File: src/rtl/verifuck_pkg.sv
// Shared definitions for the verifuck UART receive/transmit paths.
package verifuck_pkg;

    localparam int BYTE_W    = 8;
    localparam int DATA_BITS = 8;
    localparam int STOP_BITS = 1;

    typedef enum logic [1:0] {
        IDLE  = 2'd0,
        START = 2'd1,
        DATA  = 2'd2,
        STOP  = 2'd3
    } rx_state_t;

endpackage

File: src/rtl/verifuck_byte_fifo.sv
// Small byte FIFO with wrap-bit pointers; head is read combinationally.
module verifuck_byte_fifo #(
    parameter int DEPTH = 4,
    parameter int WIDTH = 8
) (
    input  logic             clk,
    input  logic             rst,
    input  logic             push,
    input  logic             pop,
    input  logic [WIDTH-1:0] din,
    output logic [WIDTH-1:0] head,
    output logic             full,
    output logic             empty
);

    localparam int AW = (DEPTH > 1) ? $clog2(DEPTH) : 1;

    logic [AW:0]      wr_ptr;
    logic [AW:0]      rd_ptr;
    logic [WIDTH-1:0] mem [DEPTH];
    logic             do_push;
    logic             do_pop;

    assign empty = (wr_ptr == rd_ptr);
    assign full  = (wr_ptr[AW-1:0] == rd_ptr[AW-1:0]) && (wr_ptr[AW] != rd_ptr[AW]);
    assign head  = mem[rd_ptr[AW-1:0]];

    // A full FIFO still takes a write when the head leaves in the same cycle.
    assign do_pop  = pop & ~empty;
    assign do_push = push & (~full | do_pop);

    always_ff @(posedge clk or posedge rst) begin
        if (rst) begin
            wr_ptr <= '0;
            rd_ptr <= '0;
            for (int i = 0; i < DEPTH; i++) begin
                mem[i] <= '0;
            end
        end else begin
            if (do_push) begin
                mem[wr_ptr[AW-1:0]] <= din;
                wr_ptr              <= wr_ptr + {{AW{1'b0}}, 1'b1};
            end
            if (do_pop) begin
                rd_ptr <= rd_ptr + {{AW{1'b0}}, 1'b1};
            end
        end
    end

endmodule

File: src/rtl/verifuck_uart_rx.sv
// 8N1 UART receiver feeding a byte FIFO that serves the CPU stdin handshake.
module verifuck_uart_rx
    import verifuck_pkg::*;
#(
    parameter int UART_RX_BAUD = 217,
    parameter int FIFO_DEPTH   = 4
) (
    input  logic              clk,
    input  logic              rst,
    input  logic              uart_rx_pin,
    output logic [BYTE_W-1:0] stdin,
    output logic              stdin_valid,
    input  logic              stdin_ready,
    output logic              rx_frame_err,
    output logic              rx_overrun
);

    if (UART_RX_BAUD < 2 || UART_RX_BAUD > 65535) begin : g_bad_baud
        $error("verifuck_uart_rx: UART_RX_BAUD must be in 2..65535");
    end
    if (FIFO_DEPTH < 2 || FIFO_DEPTH > 256 || (FIFO_DEPTH & (FIFO_DEPTH - 1)) != 0) begin : g_bad_depth
        $error("verifuck_uart_rx: FIFO_DEPTH must be a power of two in 2..256");
    end

    localparam logic [15:0] BAUD_LAST = 16'(UART_RX_BAUD - 1);
    localparam logic [15:0] HALF_LAST = 16'((UART_RX_BAUD / 2) - 1);

    logic              rx_meta;
    logic              rxs;
    logic [1:0]        flush;
    logic              armed;
    rx_state_t         state;
    logic [15:0]       cnt;
    logic [2:0]        bit_idx;
    logic [BYTE_W-1:0] shift;
    logic              bit_end;
    logic              stop_sample;
    logic              push;
    logic              pop;
    logic              fifo_full;
    logic              fifo_empty;

    assign bit_end     = (cnt == BAUD_LAST);
    assign stop_sample = (state == STOP) && bit_end;
    assign push        = stop_sample & rxs;
    assign pop         = stdin_ready & stdin_valid;
    assign stdin_valid = ~fifo_empty;

    // The synchroniser's reset value is not a real line observation, so arming
    // waits until two genuine samples have flushed through before trusting rxs=1.
    always_ff @(posedge clk or posedge rst) begin
        if (rst) begin
            rx_meta <= 1'b1;
            rxs     <= 1'b1;
            flush   <= 2'b00;
            armed   <= 1'b0;
        end else begin
            rx_meta <= uart_rx_pin;
            rxs     <= rx_meta;
            flush   <= {flush[0], 1'b1};
            if (flush[1] && rxs) begin
                armed <= 1'b1;
            end
        end
    end

    always_ff @(posedge clk or posedge rst) begin
        if (rst) begin
            state   <= IDLE;
            cnt     <= '0;
            bit_idx <= '0;
            shift   <= '0;
        end else begin
            case (state)
                IDLE: begin
                    if (armed && !rxs) begin
                        cnt   <= '0;
                        state <= START;
                    end
                end
                START: begin
                    if (cnt == HALF_LAST) begin
                        if (!rxs) begin
                            cnt     <= '0;
                            bit_idx <= '0;
                            state   <= DATA;
                        end else begin
                            state <= IDLE;
                        end
                    end else begin
                        cnt <= cnt + 16'd1;
                    end
                end
                DATA: begin
                    if (bit_end) begin
                        shift[bit_idx] <= rxs;
                        cnt            <= '0;
                        if (bit_idx == 3'(DATA_BITS - 1)) begin
                            state <= STOP;
                        end else begin
                            bit_idx <= bit_idx + 3'd1;
                        end
                    end else begin
                        cnt <= cnt + 16'd1;
                    end
                end
                STOP: begin
                    // Leaving at mid-stop-bit lets a back-to-back start edge be caught.
                    if (bit_end) begin
                        cnt   <= '0;
                        state <= IDLE;
                    end else begin
                        cnt <= cnt + 16'd1;
                    end
                end
                default: state <= IDLE;
            endcase
        end
    end

    always_ff @(posedge clk or posedge rst) begin
        if (rst) begin
            rx_frame_err <= 1'b0;
            rx_overrun   <= 1'b0;
        end else begin
            rx_frame_err <= stop_sample & ~rxs;
            if (push && fifo_full && !pop) begin
                rx_overrun <= 1'b1;
            end
        end
    end

    verifuck_byte_fifo #(
        .DEPTH (FIFO_DEPTH),
        .WIDTH (BYTE_W)
    ) u_fifo (
        .clk   (clk),
        .rst   (rst),
        .push  (push),
        .pop   (pop),
        .din   (shift),
        .head  (stdin),
        .full  (fifo_full),
        .empty (fifo_empty)
    );

endmodule

File: config.mk
export PLATFORM = sky130hd
export DESIGN_NAME = verifuck_uart_rx
export DESIGN_NICKNAME = d
export VERILOG_FILES = /design/src/rtl/verifuck_pkg.sv /design/src/rtl/verifuck_byte_fifo.sv /design/src/rtl/verifuck_uart_rx.sv
export SDC_FILE = /design/constraint.sdc
export NUM_CORES = 1
export LEC_CHECK = 0
export ABC_AREA = 1
export BUFFER_PORTS_ARGS = -buffer_cell sky130_fd_sc_hd__buf_2
export CAP_MARGIN = 20
export CORE_MARGIN = 2
export CORE_UTILIZATION = 45
export CTS_CLUSTER_DIAMETER = 200
export DETAILED_ROUTE_END_ITERATION = 8
export HOLD_SLACK_MARGIN = 0.12
export PLACE_DENSITY = 0.68
export SLEW_MARGIN = 20
export SYNTH_ARGS = -nofsm -noshare
export SYNTH_HDL_FRONTEND = slang
export SYNTH_SLANG_ARGS = --single-unit
File: constraint.sdc
create_clock -name clk -period 2 [get_ports clk]
set_input_delay 0.1 -clock clk [delete_from_list [all_inputs] [get_ports clk]]
set_output_delay 0.1 -clock clk [all_outputs]
set_load 0.005 [all_outputs]
==> results.txt, run 1 <==
Status -> complete, no violations
Avg WL per Cell -> 14.0 um
Register area share after synthesis -> 0.467
CP max stage cell -> dfrtp_2
Number of synthesized flops with an enable pin -> 0
Site row count -> 34
Pre-CTS setup slack -> 0.0953 ns
Crit-path cells -> inv_2, ha_4, nand3b_1, nor2_4, nand2_4, nor3_4, buf_6, buf_6, buf_4, nand4_1, nand2_1
Clock Tree Root -> clkbuf_8
Pre-antenna DRT Iters -> 4
Post-route clock period utilization -> 0.953
TritonCTS clock tree -> yes
Post-DP HPWL -> 6110 um
Area leader, netlist -> dfrtp_1
Hold Vio Cnt, Final -> 0
Critical Path RT -> 2.30 ns
Largest family of logic cells by synthesized area -> simple AND/OR/NAND/NOR gates
Adder-Cell Fraction of Synth Area -> 0.0284
DRT Wirelength -> 8950 um
First-pass GRT wire length -> 15,400 um
Peak VDD IR -> 0.660 mV
#FFs+latches synth -> 74
Clk sink count -> 74
Complex-gate fraction of the synthesized area -> 0.0911
Internal power -> 2.72 mW
H-tree Lvls -> 3
DR iter-0 viols -> 145
Mux contribution to synthesized area -> 0
# setup viols final -> 0
Worst-Skew Late Latency -> 0.35 ns
Clock buffer depth -> 2
Synth Area in XOR/XNOR -> 0.0221
Via density -> 5.39
Ys flop type -> dfrtp_1
Async SR Flop Fraction -> 1.00
I/O pins -> 15
Vias -> 3,448
Core area -> 8640 um^2
Simple-gate portion of the synthesized area -> 0.316
Sw Share -> 0.364
Worst Hold Class -> reg -> reg
Clk_skew -> 0.0100 ns
Logic pwr share -> 0.317
Worst setup EP type -> flip-flop
Area grow syn2layout -> 14.2%
Final net count -> 540
Initial antenna violation count -> 0
Clock slew seen by the registers of the worst setup and hold paths -> 0.08 ns
Largest net degree at the start of global routing -> 75
Layout cell share with drive strength beyond 1 -> 0.143
Min Tclk post-route -> 1.91 ns
Startpoint types -> flip-flop
Psw -> 1.56 mW
Critical path class -> reg -> reg
Pwr Total -> 4.28 mW
Synth area leaders -> dfrtp_1 45%, nand2_1 13%, nand4_1 6.1%
Die area -> 9590 um^2
Final WS setup -> 0.0947 ns
Ant. Diodes -> 0
Synthesized Nets -> 506
Clock power frac -> 0.280
Max Freq -> 525 MHz
Congestion Overflow GR -> 0
Unique cell type count in the Yosys netlist -> 34
GRT Util Overall -> 0.195
Vias in the first global route -> 3,256
PortBufs -> 14
Post-layout util -> 0.525
Crit path largest cell delay -> 0.45 ns
Worst EP arrival -> 2.20 ns
P_leak -> 2.28 nW
Sequential power share -> 0.403
Max Cap Violations -> 0
DRC viols -> 0
PwrDens -> 943 nW/um^2
RePlAce Congestion -> 0.881
CP max FO -> 6
Post-Synthesis Cells -> 493
RSZ-0062 raised after global routing -> true
Post-synthesis cell area -> 3970 um^2
Synth top area share -> 0.454
Worst path most repeated cell -> buf_6
Syn avg cell area -> 8.06 um^2
Ys Warns -> 0
Num CTS Buffers -> 9
Max Slew Vio Count -> 0
Initial Util -> 0.460
Post-route antenna net violation count -> 0
Die W -> 97.9 um
Die height -> 97.9 um
==> cells in the final DEF, fill, tap and decap left out, drive strengths merged, types with 2 or more instances in the layout <==
| cell | count |
|---|---|
| nand3 | 38 |
| nor3 | 8 |
| o21bai | 2 |
| buf | 39 |
| dlygate4sd3 | 3 |
| dfstp | 2 |
| dfrtp | 72 |
| nor2 | 48 |
| nand4 | 39 |
| xor2 | 7 |
| clkinvlp | 2 |
| xnor2 | 3 |
| nand2 | 140 |
| ha | 9 |
| o22ai | 8 |
| clkbuf | 11 |
| a21oi | 4 |
| o21ai | 38 |
| o211ai | 10 |
| inv | 42 |
| nand3b | 2 |
==> worst max-delay path: cells and delay by family (launching register included) <==
family	cells	cell delay (ns)
simple gates	6	0.80
flops	1	0.45
fa+ha+maj	1	0.12
buf+inv	4	0.48
==> power groups by stage <==
stage	logic [mW]	clock network, mW	registers (mW)
after floorplan	0.924	0	1.71
after global placement	1.28	0	1.73
after detailed placement	1.31	0	1.74
after CTS	1.32	1.22	1.71
after global routing	1.55	1.28	1.74
final	1.36	1.20	1.72
==> cells in the mapped netlist, types with 3 or more instances <==
cell	count
nand2_1	137
dfrtp_1	72
nor2_1	45
inv_1	39
nand4_1	39
nand3_1	37
o21ai_0	36
buf_2	11
o211ai_1	10
ha_1	9
o22ai_1	8
nor3_1	7
xor2_1	7
a21oi_1	4
buf_12	3
clkbuf_1	3
xnor2_1	3
==> sequential cells by signal, summed over array words and instances, names as in the netlist, named ones only <==
register / cells
state: 1
armed: 1
rx_overrun: 1
u_fifo.rd_ptr: 3
shift: 8
rx_meta: 1
u_fifo.wr_ptr: 3
u_fifo.mem: 32
rxs: 1
bit_idx: 3
cnt: 16
rx_frame_err: 1
flush: 2
==> layer usage <==
metal,global-route usage,vias to the layer above,part of all wire
met5,0,-,0
li1,-,1713,-
met4,0.0620,0,0.011
met1,0.270,1663,0.47
met3,0.0372,9,0.040
met2,0.312,63,0.47
==> final timing paths <==
path,cells past startpoint,end,start,slack [ns]
max reg2reg,11,u_fifo.mem[19]$_DFFE_PP0P_,cnt[0]$_DFFE_PP0P_,0.09
min in group asynchronous,4,u_fifo.rd_ptr[1]$_DFFE_PP0P_,rst,0.36
min reg2reg,0,flush[1]$_DFF_PP0_,flush[0]$_DFF_PP0_,0.35
max,11,u_fifo.mem[19]$_DFFE_PP0P_,cnt[0]$_DFFE_PP0P_,0.09
min,0,flush[1]$_DFF_PP0_,flush[0]$_DFF_PP0_,0.35
max in group asynchronous,4,rx_meta$_DFF_PP1_,rst,1.27
==> cell type report <==
type / instances / area [um^2]
Clock inverter: 5 / 62.6
Multi-Input combinational cell: 359 / 1850
Tap cell: 108 / 135
Fill cell: 818 / 4100
Inverter: 41 / 154
Sequential cell: 74 / 1860
Clock buffer: 11 / 141
Timing Repair Buffer: 42 / 335
==> kinds of logic after synthesis <==
| logic type | Yosys count |
|---|---|
| flops | 74 |
| other cells | 1 |
| fa+ha+maj | 9 |
| buf+inv | 60 |
| simple gates | 276 |
| xor+xnor | 10 |
| compound gates | 63 |
==> stage by stage <==
step	setup TNS [ns]	instances	hold slack [ns]	area, um^2
2_1_floorplan	0	493	0.104	3970
3_3_place_gp	0	609	0.206	4140
3_5_place_dp	0	609	0.208	4140
4_1_cts	0	628	0.352	4380
5_1_grt	-0.295	640	0.363	4540
6_report	0	640	0.354	4540
==> what timing repair did <==
item / 4_1_cts / 5_1_grt
hold buffers: 3 / 0
gates resized for setup: 0 / 20
setup endpoints to repair: 0 / 32
setup buffers: 0 / 12
endpoints found under the hold margin: 76 / 0
(Power assumes the default switching activity.)
==> run 2: changes to the inputs <==
REMOVE_ABC_BUFFERS = 1   (was default)
==> run 2 against run 1 <==
  * Sequential cell count did not move
  * First-iteration DRC count rose by 6.9%
  * Worst setup slack gained 0.013 ns
  * Clock skew increased by 0.0072 ns
  * Power rose by 3.3%
  * Largest cell class unchanged
  * Highest routed layer unchanged
==> results.txt, run 2 (synthesis gave the netlist of run 1 again) <==
Top Registers -> u_fifo.mem x32, cnt x16, shift x8
Post-route clock period utilization -> 0.946
Clk sink count -> 74
Post-route antenna net violation count -> 0
PortBufs -> 14
H-tree Lvls -> 3
DRT Wirelength -> 9380 um
Die W -> 97.9 um
Multi-input logic area -> 1840 um^2
Initial Util -> 0.460
Clock buffer depth -> 2
Worst-Skew Late Latency -> 0.36 ns
First-pass GRT wire length -> 16,000 um
TritonCTS clock tree -> yes
Clock Tree Root -> clkbuf_8
Site row count -> 34
Die area -> 9590 um^2
Max Freq -> 529 MHz
Initial antenna violation count -> 0
Worst-Margin Slew -> 0.523 ns
Hold Vio Cnt, Final -> 0
Max FFs per register -> 32
Clk_skew -> 0.0173 ns
Area grow syn2layout -> 15.1%
Avg WL per Cell -> 14.6 um
Worst setup EP type -> flip-flop
Largest net degree at the start of global routing -> 42
Core area -> 8640 um^2
P_leak -> 2.32 nW
Peak VDD IR -> 0.504 mV
Via density -> 5.57
Final net count -> 543
Max Cap Violations -> 0
Worst Hold Class -> in -> async
Layout cell share with drive strength beyond 1 -> 0.144
Critical Path RT -> 2.30 ns
Clock slew seen by the registers of the worst setup and hold paths -> 0.09 ns
CP max FO -> 18
GRT Util Overall -> 0.203
I/O pins -> 15
Min Tclk post-route -> 1.89 ns
Most frequent cells in the layout -> 136 x nand2_1, 72 x dfrtp_1, 45 x nor2_1, 39 x nand4_1, 37 x inv_1
Post-layout util -> 0.529
Max Slew Vio Count -> 0
Congestion Overflow GR -> 0
RSZ-0062 raised after global routing -> true
Crit Reg-Reg Endpoint -> u_fifo.mem[31]$_DFFE_PP0P_
DRC viols -> 0
Storage cell area -> 1850 um^2
Rel. slew slack -> 0.651
Fillcell total -> 813
# setup viols final -> 0
Vias in the first global route -> 3,427
Num CTS Buffers -> 9
CP endpoint -> u_fifo.mem[31]$_DFFE_PP0P_
Most common cell after layout, fill and taps aside -> nand2_1
Top reg by flops -> u_fifo.mem
FF-to-FF Start -> cnt[0]$_DFFE_PP0P_
Post-route insts no fill -> 643
Dpl cells -> 612
Critical path class -> reg -> reg
Startpoint types -> flip-flop
Worst EP arrival -> 2.19 ns
R2R Setup Slk -> 0.11 ns
Pre-antenna DRT Iters -> 4
Post-DP HPWL -> 6350 um
CP Launch Point -> cnt[0]$_DFFE_PP0P_
DR iter-0 viols -> 155
Vias -> 3,583
Status -> complete, no violations
Die height -> 97.9 um
RePlAce Congestion -> 0.886
PwrDens -> 967 nW/um^2
Ant. Diodes -> 0
R2R cell count -> 11
## run 2: changes by cell type in the layout (fill, tap and decap cells not counted), sizes merged
cell | previous run | this run
clkinv | 1 | 3
bufinv | 1 | 2
inv | 42 | 41
clkinvlp | 2 | 1
buf | 39 | 41
## run 2: how the worst min path moves through the flow
stage,from,to,slack [ns],cells after the start
final,rst,u_fifo.mem[26]$_DFFE_PP0P_,0.20,3
after global routing,rst,u_fifo.mem[10]$_DFFE_PP0P_,0.23,3
after CTS,rst,u_fifo.mem[26]$_DFFE_PP0P_,0.21,3
after detailed placement,rst,u_fifo.mem[10]$_DFFE_PP0P_,0.05,2
after global placement,rst,u_fifo.mem[10]$_DFFE_PP0P_,0.04,2
after floorplan,uart_rx_pin,rx_meta$_DFF_PP1_,0.10,0
## run 2: area by class of cell
class	instances	share of cell area
Clock inverter	6	0.0197
Tap cell	108	0.0296
Sequential cell	74	0.406
Multi-Input combinational cell	359	0.403
Inverter	41	0.0337
Clock buffer	10	0.0301
Timing Repair Buffer	45	0.0788
## run 2: power by group
| part | switching [mW] | leakage (nW) | internal, mW |
|---|---|---|---|
| clock network | 0.601 | 0.112 | 0.739 |
| logic | 0.864 | 1.20 | 0.503 |
| registers | 0.109 | 1.00 | 1.60 |
| total | 1.57 | 2.32 | 2.85 |
## run 2: critical path, stage by stage, from the launching register on
cell and delay (ns):
dfrtp_1 0.39, inv_1 0.09, ha_1 0.14, nand3b_1 0.12
nor2_4 0.14, nand2_4 0.08, nor3_4 0.27, buf_6 0.15
buf_4 0.12, clkbuf_16 0.16, nand4_1 0.09, nand2_1 0.08
## run 2: timing repair
| item | 4_1_cts | 5_1_grt |
|---|---|---|
| buffers inserted | 0 | 11 |
| hold endpoints to repair | 76 | 0 |
| resized for setup | 0 | 7 |
| hold buffers | 3 | 0 |
| endpoints found under the setup margin | 0 | 30 |
## run 2: through the flow
step | TNS [ns] | power [mW] | setup WS, ns | hold WS, ns | cell area (um^2)
after global placement | 0 | 3.05 | 0.0943 | 0.0438 | 4180
after CTS | 0 | 4.42 | 0.00395 | 0.206 | 4440
after floorplan | -12.13 | 2.57 | -0.421 | 0.104 | 3830
final | 0 | 4.42 | 0.108 | 0.204 | 4570
after global routing | -0.399 | 4.72 | -0.0379 | 0.228 | 4570
after detailed placement | 0 | 3.08 | 0.00846 | 0.0475 | 4180
## run 2: layer usage
| metal | vias to the layer above | share of wire | GRT usage |
|---|---|---|---|
| met5 | - | 0 | 0 |
| met1 | 1746 | 0.43 | 0.257 |
| met4 | 0 | 0.024 | 0.0780 |
| met3 | 23 | 0.042 | 0.0351 |
| li1 | 1730 | - | - |
| met2 | 84 | 0.50 | 0.348 |
